===== src/rtl/traffic_light_monitor.sv =====
// traffic_light_monitor
// Passive checker on the red/yellow/green lamp levels of the traffic-light
// controller. Decodes the lamps into a phase, measures dwell per phase and
// flags illegal lamp combinations, wrong phase order and wrong dwell times.
// All outputs are registered: a response appears one clock after the sample.
// Optional feature: define TLMON_AUTORECOVER_EN to let a red-only sample
// pull the FSM out of ERROR back into RED (error flag and code stay sticky).
module traffic_light_monitor #(
    parameter int RED_CYCLES    = 5,
    parameter int GREEN_CYCLES  = 4,
    parameter int YELLOW_CYCLES = 2,
    parameter int CNT_W         = 8
) (
    input  logic             i_clk,
    input  logic             i_reset,
    input  logic             i_red,
    input  logic             i_yellow,
    input  logic             i_green,
    input  logic             i_clear,
    output logic [2:0]       o_phase,
    output logic [CNT_W-1:0] o_dwell,
    output logic             o_err,
    output logic [2:0]       o_err_code,
    output logic             o_cycle_done,
    output logic [15:0]      o_cycle_cnt,
    output logic             o_abort
);

    // Phase encoding doubles as the o_phase output value.
    typedef enum logic [2:0] {
        ST_IDLE   = 3'd0,
        ST_RED    = 3'd1,
        ST_GREEN  = 3'd2,
        ST_YELLOW = 3'd3,
        ST_ERROR  = 3'd4
    } state_t;

    // Colour codes share values with the matching running phases.
    typedef enum logic [2:0] {
        LAMP_OFF     = 3'd0,
        LAMP_RED     = 3'd1,
        LAMP_GREEN   = 3'd2,
        LAMP_YELLOW  = 3'd3,
        LAMP_ILLEGAL = 3'd4
    } lamp_t;

    localparam logic [2:0] CODE_NONE    = 3'd0;
    localparam logic [2:0] CODE_ILLEGAL = 3'd1;
    localparam logic [2:0] CODE_ORDER   = 3'd2;
    localparam logic [2:0] CODE_SHORT   = 3'd3;
    localparam logic [2:0] CODE_LONG    = 3'd4;

    localparam logic [CNT_W-1:0] RED_EXP    = CNT_W'(RED_CYCLES);
    localparam logic [CNT_W-1:0] GREEN_EXP  = CNT_W'(GREEN_CYCLES);
    localparam logic [CNT_W-1:0] YELLOW_EXP = CNT_W'(YELLOW_CYCLES);
    localparam logic [CNT_W-1:0] DWELL_ONE  = CNT_W'(1);

    state_t           state, state_n;
    lamp_t            lamp;
    logic [CNT_W-1:0] dwell, dwell_n;
    logic             err, err_n;
    logic [2:0]       code, code_n;
    logic             done, done_n;
    logic [15:0]      cnt, cnt_n;
    logic             abort, abort_n;
    logic [2:0]       cause;
    logic [CNT_W-1:0] exp_dwell;
    state_t           succ;

    // Lamp colour expected while sitting in a running phase.
    function automatic lamp_t lamp_of(input state_t s);
        case (s)
            ST_RED:    lamp_of = LAMP_RED;
            ST_GREEN:  lamp_of = LAMP_GREEN;
            ST_YELLOW: lamp_of = LAMP_YELLOW;
            default:   lamp_of = LAMP_OFF;
        endcase
    endfunction

    // Decode the three lamp levels into one colour, OFF or ILLEGAL.
    always_comb begin
        lamp = LAMP_ILLEGAL;
        case ({i_red, i_green, i_yellow})
            3'b000:  lamp = LAMP_OFF;
            3'b100:  lamp = LAMP_RED;
            3'b010:  lamp = LAMP_GREEN;
            3'b001:  lamp = LAMP_YELLOW;
            default: lamp = LAMP_ILLEGAL;
        endcase
    end

    // Expected dwell and legal successor of the current running phase.
    always_comb begin
        exp_dwell = RED_EXP;
        succ      = ST_GREEN;
        case (state)
            ST_GREEN: begin
                exp_dwell = GREEN_EXP;
                succ      = ST_YELLOW;
            end
            ST_YELLOW: begin
                exp_dwell = YELLOW_EXP;
                succ      = ST_RED;
            end
            default: begin
                exp_dwell = RED_EXP;
                succ      = ST_GREEN;
            end
        endcase
    end

    // Next-state, dwell, error latching and cycle bookkeeping.
    always_comb begin
        state_n = state;
        dwell_n = dwell;
        err_n   = err;
        code_n  = code;
        done_n  = 1'b0;
        cnt_n   = cnt;
        abort_n = 1'b0;
        cause   = CODE_NONE;

        if (i_clear) begin
            // Clear beats any error raised on the same sample.
            state_n = ST_IDLE;
            dwell_n = '0;
            err_n   = 1'b0;
            code_n  = CODE_NONE;
        end else begin
            case (state)
                ST_IDLE: begin
                    case (lamp)
                        LAMP_OFF:     dwell_n = '0;
                        LAMP_RED: begin
                            state_n = ST_RED;
                            dwell_n = DWELL_ONE;
                        end
                        LAMP_ILLEGAL: cause = CODE_ILLEGAL;
                        default:      cause = CODE_ORDER;
                    endcase
                end
                ST_RED, ST_GREEN, ST_YELLOW: begin
                    if (lamp == LAMP_ILLEGAL) begin
                        cause = CODE_ILLEGAL;
                    end else if (lamp == LAMP_OFF) begin
                        // Controller went dark: treat as its reset, not a fault.
                        state_n = ST_IDLE;
                        dwell_n = '0;
                        abort_n = 1'b1;
                    end else if (lamp == lamp_of(state)) begin
                        // Long dwell is caught the moment it overruns.
                        if (dwell >= exp_dwell) cause = CODE_LONG;
                        else                    dwell_n = dwell + DWELL_ONE;
                    end else if (lamp == lamp_of(succ)) begin
                        if (dwell < exp_dwell) begin
                            cause = CODE_SHORT;
                        end else begin
                            state_n = succ;
                            dwell_n = DWELL_ONE;
                            if (state == ST_YELLOW) begin
                                done_n = 1'b1;
                                if (cnt != 16'hFFFF) cnt_n = cnt + 16'd1;
                            end
                        end
                    end else begin
                        cause = CODE_ORDER;
                    end
                end
                ST_ERROR: begin
`ifdef TLMON_AUTORECOVER_EN
                    if (lamp == LAMP_RED) begin
                        state_n = ST_RED;
                        dwell_n = DWELL_ONE;
                    end
`endif
                end
                default: begin
                    state_n = ST_IDLE;
                    dwell_n = '0;
                end
            endcase

            if (cause != CODE_NONE) begin
                // Dwell freezes; only the first cause is kept while err is set.
                state_n = ST_ERROR;
                dwell_n = dwell;
                err_n   = 1'b1;
                if (!err) code_n = cause;
            end
        end
    end

    // State and output registers.
    always_ff @(posedge i_clk) begin
        if (i_reset) begin
            state <= ST_IDLE;
            dwell <= '0;
            err   <= 1'b0;
            code  <= CODE_NONE;
            done  <= 1'b0;
            cnt   <= '0;
            abort <= 1'b0;
        end else begin
            state <= state_n;
            dwell <= dwell_n;
            err   <= err_n;
            code  <= code_n;
            done  <= done_n;
            cnt   <= cnt_n;
            abort <= abort_n;
        end
    end

    assign o_phase      = state;
    assign o_dwell      = dwell;
    assign o_err        = err;
    assign o_err_code   = code;
    assign o_cycle_done = done;
    assign o_cycle_cnt  = cnt;
    assign o_abort      = abort;

endmodule


===== config.mk =====
export PLATFORM = sky130hd
export DESIGN_NAME = traffic_light_monitor
export DESIGN_NICKNAME = d
export VERILOG_FILES = /design/src/rtl/traffic_light_monitor.sv
export SDC_FILE = /design/constraint.sdc
export NUM_CORES = 1
export LEC_CHECK = 0
export BUFFER_PORTS_ARGS = -buffer_cell sky130_fd_sc_hd__buf_2
export CAP_MARGIN = 15
export CELL_PAD_IN_SITES_DETAIL_PLACEMENT = 0
export CELL_PAD_IN_SITES_GLOBAL_PLACEMENT = 1
export CORE_ASPECT_RATIO = 0.9
export CORE_MARGIN = 10
export CORE_UTILIZATION = 40
export DETAILED_ROUTE_END_ITERATION = 10
export GPL_ROUTABILITY_DRIVEN = 0
export PLACE_DENSITY_LB_ADDON = 0.1
export SETUP_SLACK_MARGIN = 0.02
export SYNTH_ARGS = -nofsm -noshare
export SYNTH_HDL_FRONTEND = slang
export SYNTH_SLANG_ARGS = --single-unit

===== constraint.sdc =====
create_clock -name i_clk -period 4.2 [get_ports i_clk]
set_input_delay 0.42 -clock i_clk [delete_from_list [all_inputs] [get_ports i_clk]]
set_output_delay 0.42 -clock i_clk [all_outputs]
set_load 0.02 [all_outputs]

==> run_results.csv, run 1 <==
group,metric,value,unit
timing,maxSlewHeadroom,0.382,
timing,rsz0062_at_grt,"false",
layout,n_fill_cell,470,
critical_path,cp.arrival,3.19,ns
global_routing,grt_pass1_vias,1471,
pwr,ir_drop,0.201,mV
floorplanning,die-area,0.00771,mm^2
synth,postSynthCellCount,215,
hold_path,hp-class,"in2reg",
placed_design,dp_hpwl,3.25,mm
layout,n_antenna_cell,0,
placed_design,pre_cts_ws,1.21,ns
placed_design,dp.cells,300,
route,firstDrtPassIters,4,
clock_tree,cts_buffers,5,
clock_tree,tritoncts,"yes",
synth,syn_avg_cell_area,8.55,um^2
pwr,p_leak,0.943,nW
route,drt-wirelength-per-cell,14.5,um
placed_design,numPortBuffers,38,
status,outcome,"complete, no violations",
route,num_vias,1615,
clock_tree,root_buffer,"clkbuf_8",
global_routing,met3_usage,0.0400,
floorplanning,row_count,23,
clock_tree,htreeDepth,2,
critical_path,critPathRequiredTime,4.38,ns
pwr,p_per_area,321,mW/mm^2
global_routing,grtUsageMet2,0.151,
floorplanning,core,0.00446,mm^2
run,cap_violations,0,
layout,finalNetCount,256,
layout,stdcell_count,308,
timing,worst_pin_slew,0.924,ns
clock_tree,cts_resized,0,
floorplanning,die_x,91.5,um
layout,final_common_cell,"buf_2",
synth,yosys.area.top_type_share,0.359,
synth,synth_edf_count,0,
timing,finalMaxSlewViolations,0,
critical_path,start_kind,"flop",
timing,finalCritPeriodShare,0.718,
clock_tree,postCtsHoldBufs,0,
global_routing,antenna_found_initial,0,
route,post-route-drc-count,0,
floorplanning,die_height,84.3,um
layout,layout-drive-gt1-share,0.232,
global_routing,gr-max-usage-layer,"met1",
timing,skew,0.00493,ns
route,postRouteAntennaNets,0,
global_routing,grt.total_usage,0.117,
timing,setup_violations,0,
route,drt-total-wl,4.46,mm
timing,finalHoldViolCount,0,
clock_tree,clk_pin_slew,0.07,ns
clock_tree,cts_setup_buffers,0,
global_routing,grt_pass1_wl,7.57,mm
critical_path,crit_type,"reg2reg",
layout,final_cell_mix,"38 x buf_2, 33 x dfxtp_1, 30 x nor2_1",
critical_path,crit_fanout,17,
clock_tree,clkSinkCount,33,
synth,synth_cell_types,50,
timing,min_period,3.02,ns
synth,synthArstFlopShare,0,
synth,synth-seq-area-share,0.359,
global_routing,use_met1,0.169,
floorplanning,start_util,0.412,
synth,synth_area,0.00184,mm^2
synth,yosysWarnings,0,
synth,synth_ff_type,"dfxtp_1",
route,first_iter_violations,90,
timing,finalSetupTns,0,ns
clock_tree,cts_buffer_depth,2,
critical_path,critPathCaptureType,"flop",
floorplanning,num_io_pins,39,
global_routing,grt_max_degree,21,
timing,clock.fmax,332,MHz
clock_tree,clock_latency,0.28,ns
layout,final_cell_area,0.00214,mm^2
timing,post-route-worst-setup-slack,1.18,ns
global_routing,grt_overflow,0,
layout,syn_to_final_growth,16.6,%
route,viasPerCell,5.24,
placed_design,placed_area,0.00203,mm^2
synth,ys_top_cells_by_area,"dfxtp_1 36%, xor2_1 7.1%, nor2_1 6.1%, and3_1 4.1%, nand3_1 4.1%",
synth,synth_area_leader_cell,"dfxtp_1",
synth,syn-num-nets,226,
synth,ys_ff_latch,33,
[worst paths after layout]
kind / slack [ns] / depth (start not counted) / to / from
max: 1.18 / 9 / o_err_code[0]$_SDFFE_PP0P_ / o_phase[0]$_SDFFE_PP0P_
min: 0.49 / 4 / o_cycle_done$_SDFF_PP0_ / i_clear
max reg2reg: 1.18 / 9 / o_err_code[0]$_SDFFE_PP0P_ / o_phase[0]$_SDFFE_PP0P_
min reg2reg: 0.49 / 1 / o_err_code[1]$_SDFFE_PP0P_ / o_err_code[1]$_SDFFE_PP0P_
[cell usage after synthesis (2+ instances only)]
library cell,count
nand3_1,15
xor2_1,15
nor3_1,6
and3_1,12
nor2_1,30
o21ai_0,6
nand4_1,7
and2b_1,2
nand2_1,8
a211oi_1,2
buf_2,3
o21a_1,2
buf_6,2
or3_1,2
a21oi_1,3
nand3b_1,2
a31o_2,4
dfxtp_1,33
mux2i_1,6
and4_1,2
ha_1,5
o211ai_1,2
nand2b_1,4
inv_1,5
nand4b_1,2
nor2b_1,2
or2_1,2
clkbuf_1,9
[cell families (layout without fill, tap and decap cells)]
kind of cell / Yosys count / after routing / share of synthesized area
simple gates: 107 / 107 / 0.326
flops: 33 / 33 / 0.359
compound gates: 28 / 28 / 0.118
buf+inv: 20 / 51 / 0.0531
xor+xnor: 16 / 16 / 0.0762
mux: 6 / 6 / 0.0327
fa+ha+maj: 5 / 5 / 0.0340
[state kept, by name (all words and copies together) (netlist names)]
| register | flops |
|---|---|
| o_phase | 3 |
| o_err | 1 |
| o_dwell | 8 |
| o_abort | 1 |
| o_cycle_done | 1 |
| o_err_code | 3 |
| o_cycle_cnt | 16 |
[layer usage]
layer,vias to the layer above,routed length [um]
li1,822,-
met3,7,270
met5,-,0
met4,0,61
met1,751,2310
met2,35,1820
[power breakdown]
part | leakage [nW] | internal, mW | switching [mW]
sequential | 0.266 | 0.315 | 0.00419
clock | 0.0585 | 0.193 | 0.118
combinational | 0.618 | 0.0196 | 0.0366
total | 0.943 | 0.528 | 0.159
[metrics by stage]
step                power (mW)  utilization  hold slack (ns)
floorplan                0.368            -            0.566
global placement         0.384        0.454            0.470
detailed placement       0.383        0.454            0.477
CTS                      0.699        0.481            0.483
global route             0.723        0.481            0.519
finish                   0.687        0.481            0.490
[worst max-delay path, cell delays in order, from the launching register on]
cell       delay, ns
dfxtp_1         0.67
nand3b_1        0.27
ha_1            0.36
nor2b_1         0.13
o21ai_0         0.30
a2bb2oi_2       0.16
a221o_2         0.43
nand3_1         0.23
nand2b_2        0.11
a31o_2          0.24
[layout make-up]
class	instances	area, um^2	area share
Clock buffer	7	86.3	0.0403
Clock inverter	1	30.0	0.0140
Inverter	5	18.8	0.00876
Multi-Input combinational cell	162	1080	0.504
Sequential cell	33	661	0.308
Tap cell	62	77.6	0.0362
Timing Repair Buffer	38	190	0.0887
Power figures use the tool's default switching activity.
==> inputs of run 2 (changes only) <==
==> constraint.sdc (replaced) <==
create_clock -name i_clk -period 3.1 [get_ports i_clk]
set_input_delay 0.31 -clock i_clk [delete_from_list [all_inputs] [get_ports i_clk]]
set_output_delay 0.31 -clock i_clk [all_outputs]
set_load 0.02 [all_outputs]
==> run_results.csv, run 2 (same netlist as run 1, synthesis figures left out) <==
group,metric,value,unit
hold_path,min_to,"o_cycle_done$_SDFF_PP0_",
floorplanning,num_io_pins,39,
layout,layout-drive-gt1-share,0.254,
floorplanning,die_height,84.3,um
timing,finalMaxSlewViolations,0,
critical_path,crit_family,"simple AND/OR/NAND/NOR gates",
timing,clock.fmax,408,MHz
route,drt-wirelength-per-cell,14.1,um
timing,post-route-worst-setup-slack,0.647,ns
clock_tree,cts_buffers,5,
clock_tree,cts_resized,0,
clock_tree,htreeDepth,2,
hold_path,worstHoldStart,"i_clear",
critical_path,rr_worst_depth,10,
clock_tree,clock_latency,0.29,ns
timing,maxSlewHeadroom,0.458,
placed_design,dp.cells,306,
clock_tree,tritoncts,"yes",
floorplanning,die_x,91.5,um
timing,finalHoldViolCount,0,
floorplanning,core,0.00446,mm^2
critical_path,crit_fanout,5,
clock_tree,cts_buffer_depth,2,
clock_tree,cts_setup_buffers,0,
status,outcome,"complete, no violations",
timing,worst_pin_slew,0.810,ns
critical_path,critPathSlowestCell,"a221o_2",
placed_design,placed_area,0.00207,mm^2
placed_design,pre_cts_ws,0.622,ns
global_routing,grt_overflow,0,
placed_design,numPortBuffers,38,
layout,largest_reg_flops,16,
critical_path,start_kind,"flop",
critical_path,reg2reg_to,"o_err_code[0]$_SDFFE_PP0P_",
global_routing,antenna_found_initial,0,
floorplanning,start_util,0.412,
timing,finalSetupTns,0,ns
clock_tree,clkSinkCount,33,
critical_path,critPathCaptureType,"flop",
critical_path,critPathRequiredTime,3.29,ns
timing,finalCritPeriodShare,0.791,
route,num_vias,1612,
timing,skew,0.00409,ns
timing,min_period,2.45,ns
placed_design,dp_hpwl,3.25,mm
clock_tree,postCtsHoldBufs,0,
hold_path,hp-class,"in2reg",
timing,rsz0062_at_grt,"false",
critical_path,cp.arrival,2.65,ns
pwr,p_per_area,388,mW/mm^2
critical_path,reg2reg_slack,0.65,ns
layout,stdcell_count,314,
layout,finalNetCount,262,
pwr,ir_drop,0.269,mV
critical_path,crit_start,"o_phase[2]$_SDFFE_PP0P_",
global_routing,grt_pass1_vias,1480,
layout,final_cell_mix,"38 x buf_2, 33 x dfxtp_1, 30 x nor2_1",
layout,syn_to_final_growth,17.4,%
global_routing,grt_pass1_wl,7.62,mm
clock_tree,root_buffer,"clkbuf_8",
timing,setup_violations,0,
route,firstDrtPassIters,4,
global_routing,grt.total_usage,0.118,
critical_path,crit_type,"reg2reg",
layout,postLayoutCoreUtil,0.484,
route,postRouteAntennaNets,0,
layout,final_cell_area,0.00216,mm^2
layout,n_antenna_cell,0,
critical_path,path_buf_inv,1,
pwr,p_leak,0.960,nW
critical_path,path_cells,"nand3b_1 -> inv_1 -> ha_1 -> or4_1 -> nor3_2 -> a2bb2oi_2 -> a221o_2 -> nand3_1 -> nand2b_2 -> a31o_2",
critical_path,crit-reg2reg-launch,"o_phase[2]$_SDFFE_PP0P_",
global_routing,grt_max_degree,21,
route,first_iter_violations,138,
critical_path,slowest_delay,0.42,ns
layout,final_common_cell,"buf_2",
route,post-route-drc-count,0,
route,viasPerCell,5.13,
clock_tree,clk_pin_slew,0.07,ns
hold_path,holdPathStages,4,
run,cap_violations,0,
floorplanning,die-area,0.00771,mm^2
route,drt-total-wl,4.44,mm
floorplanning,row_count,23,
## run 2: cell types whose count changed in the layout (fill, tap and decap cells not counted), sizes merged
cell | before | now
buf | 38 | 44
bufinv | 1 | 0
clkinvlp | 0 | 1
clkbuf | 7 | 5
clkinv | 0 | 2
## run 2: layer usage
metal | part of all wire | track usage | vias to the layer above
li1 | - | - | 836
met1 | 0.53 | 0.170 | 737
met2 | 0.39 | 0.147 | 34
met3 | 0.071 | 0.0560 | 5
met4 | 0.0090 | 0.0299 | 0
met5 | 0 | 0 | -
## run 2: how the worst max path moves through the flow
stage / endpoint / slack, ns / cells after the start
after floorplan: o_err_code[0]$_SDFFE_PP0P_ / 0.52 / 11
final: o_err_code[0]$_SDFFE_PP0P_ / 0.65 / 10
after global routing: o_err_code[1]$_SDFFE_PP0P_ / 0.47 / 10
after global placement: o_err_code[1]$_SDFFE_PP0P_ / 0.69 / 10
after CTS: o_err_code[0]$_SDFFE_PP0P_ / 0.62 / 10
after detailed placement: o_err_code[0]$_SDFFE_PP0P_ / 0.62 / 10
## run 2: cell type report
cell class / count / area [um^2]
Clock buffer: 5 / 68.8
Clock inverter: 3 / 17.5
Fill cell: 452 / 2300
Inverter: 5 / 18.8
Multi-Input combinational cell: 162 / 1080
Sequential cell: 33 / 661
Tap cell: 62 / 77.6
Timing Repair Buffer: 44 / 235
## run 2: worst reg2reg max path: stages, from the launching register on
cell and delay [ns]:
dfxtp_1 0.32, nand3b_1 0.17, inv_1 0.07, ha_1 0.17, or4_1 0.41, nor3_2 0.21
a2bb2oi_2 0.13, a221o_2 0.42, nand3_1 0.13, nand2b_2 0.08, a31o_2 0.24
## run 2: report_power, final
part / switching, mW / total [mW] / internal, mW
registers: 0.00238 / 0.430 / 0.427
logic: 0.0536 / 0.0835 / 0.0299
clock network: 0.170 / 0.325 / 0.155
total: 0.226 / 0.838 / 0.612
## run 2: metrics by stage
step           hold WS [ns]  power [mW]
6_report              0.361       0.838
5_1_grt               0.368       0.875
4_1_cts               0.345       0.845
3_5_place_dp          0.473       0.523
3_3_place_gp          0.475       0.524
2_1_floorplan         0.475       0.499
==> inputs of run 3 (changes only) <==
==> constraint.sdc (replaced) <==
create_clock -name i_clk -period 2.3 [get_ports i_clk]
set_input_delay 0.23 -clock i_clk [delete_from_list [all_inputs] [get_ports i_clk]]
set_output_delay 0.23 -clock i_clk [all_outputs]
set_load 0.02 [all_outputs]
==> run_results.csv, run 3 (same netlist as run 1, synthesis figures left out) <==
group,metric,value,unit
status,outcome,"finished with violations",
status,violations,"negative setup slack",
layout,syn_to_final_growth,37.1,%
layout,n_antenna_cell,0,
placed_design,dp_hpwl,3.41,mm
timing,finalSetupTns,-0.148,ns
critical_path,crit_fanout,3,
global_routing,grt_overflow,0,
layout,largest_reg_flops,16,
timing,clock.fmax,428,MHz
timing,finalCritPeriodShare,1.02,
critical_path,start_kind,"flop",
floorplanning,row_count,23,
timing,finalHoldViolCount,0,
critical_path,crit-reg2reg-launch,"o_phase[0]$_SDFFE_PP0P_",
global_routing,grt.total_usage,0.124,
route,postRouteAntennaNets,0,
timing,maxSlewHeadroom,0.587,
critical_path,crit_type,"reg2reg",
clock_tree,clk_pin_slew,0.07,ns
layout,final_common_cell,"buf_2",
floorplanning,core,0.00446,mm^2
critical_path,crit_start,"o_phase[0]$_SDFFE_PP0P_",
floorplanning,start_util,0.412,
floorplanning,num_io_pins,39,
floorplanning,die_height,84.3,um
layout,layout-drive-gt1-share,0.384,
global_routing,grt_pass1_vias,1648,
run,cap_violations,0,
clock_tree,clkSinkCount,33,
critical_path,reg2reg_slack,-0.04,ns
route,num_vias,1687,
timing,rsz0062_at_grt,"true",
route,post-route-drc-count,0,
floorplanning,die_x,91.5,um
timing,post-route-worst-setup-slack,-0.0385,ns
pwr,p_leak,1.11,nW
clock_tree,cts_buffers,5,
global_routing,grt_max_degree,21,
layout,finalNetCount,281,
hold_path,hp-class,"in2reg",
pwr,ir_drop,0.431,mV
timing,skew,0.00573,ns
layout,final_cell_mix,"38 x buf_2, 31 x dfxtp_1, 30 x nor2_1",
critical_path,critPathRequiredTime,2.48,ns
route,first_iter_violations,71,
pwr,power,1.24,mW
clock_tree,tritoncts,"yes",
critical_path,rr_worst_depth,10,
floorplanning,die-area,0.00771,mm^2
critical_path,cp.arrival,2.52,ns
route,firstDrtPassIters,4,
route,drt-total-wl,4.69,mm
clock_tree,htreeDepth,2,
route,drt-wirelength-per-cell,14.1,um
placed_design,numPortBuffers,38,
clock_tree,clock_latency,0.29,ns
critical_path,crit_end,"o_err_code[1]$_SDFFE_PP0P_",
timing,worst_pin_slew,0.604,ns
clock_tree,postCtsHoldBufs,0,
route,viasPerCell,5.07,
critical_path,reg2reg_to,"o_err_code[1]$_SDFFE_PP0P_",
critical_path,critPathCaptureType,"flop",
global_routing,grt_pass1_wl,8.02,mm
clock_tree,root_buffer,"clkbuf_8",
timing,finalMaxSlewViolations,0,
hold_path,holdPathStages,4,
clock_tree,cts_buffer_depth,2,
global_routing,antenna_found_initial,0,
timing,min_period,2.34,ns
pwr,p_per_area,491,mW/mm^2
timing,setup_violations,7,
## run 3: cell types whose count changed in the layout (fill, tap and decap cells not counted), sizes merged
cell / before / now
buf: 44 / 63
clkinv: 2 / 0
clkinvlp: 1 / 0
clkbuf: 5 / 8
## run 3: through the flow
stage	setup WS (ns)	area (um^2)	cells	util	hold slack, ns
after floorplan	-0.166	1900	215	-	0.395
after global placement	-0.0384	2260	322	0.507	0.482
final	-0.0385	2520	333	0.565	0.288
after global routing	-0.164	2520	333	0.565	0.331
after CTS	-0.136	2440	333	0.546	0.281
after detailed placement	-0.144	2260	322	0.507	0.475
## run 3: where the power goes
group          leakage (nW)  switching (mW)  internal, mW  total (mW)
registers             0.267         0.00272         0.575       0.578
clock network        0.0566           0.218         0.309       0.527
logic                 0.787          0.0776        0.0547       0.132
## run 3: final cells by class
| type | count | area [um^2] |
|---|---|---|
| clock buffer | 8 | 111 |
| fill | 431 | 1940 |
| inverter | 5 | 18.8 |
| multi-input combinational | 162 | 1230 |
| sequential | 33 | 666 |
| tap | 62 | 77.6 |
| timing repair buffer | 63 | 414 |
## run 3: how the worst min path moves through the flow
stage	slack, ns	endpoint	start
3_5_place_dp	0.48	o_err_code[1]$_SDFFE_PP0P_	o_err_code[1]$_SDFFE_PP0P_
2_1_floorplan	0.40	o_cycle_done$_SDFF_PP0_	i_clear
4_1_cts	0.28	o_cycle_done$_SDFF_PP0_	i_clear
3_3_place_gp	0.48	o_err_code[1]$_SDFFE_PP0P_	o_err_code[1]$_SDFFE_PP0P_
6_report	0.29	o_cycle_done$_SDFF_PP0_	i_clear
5_1_grt	0.33	o_cycle_done$_SDFF_PP0_	i_clear
## run 3: metal layers
layer,track usage,part of all wire,up-vias
li1,-,-,875
met1,0.164,0.50,777
met2,0.181,0.43,31
met3,0.0543,0.066,4
met4,0.0256,0.0085,0
met5,0,0,-
## run 3: worst max-delay path, stage by stage (launching register included)
cell,delay [ns]
dfxtp_4,0.34
nand3b_1,0.14
inv_1,0.06
ha_2,0.17
or4_4,0.43
nor3_4,0.17
a2bb2oi_2,0.09
a221o_2,0.43
nand3_4,0.11
nand2b_4,0.06
a31o_2,0.24
## run 3: repair_timing
| action | in CTS | in global routing |
|---|---|---|
| pin swaps | 12 | 5 |
| resized for setup | 7 | 14 |
| setup buffers | 2 | 0 |
| endpoints found under the setup margin | 17 | 31 |
| gates cloned | 1 | 0 |
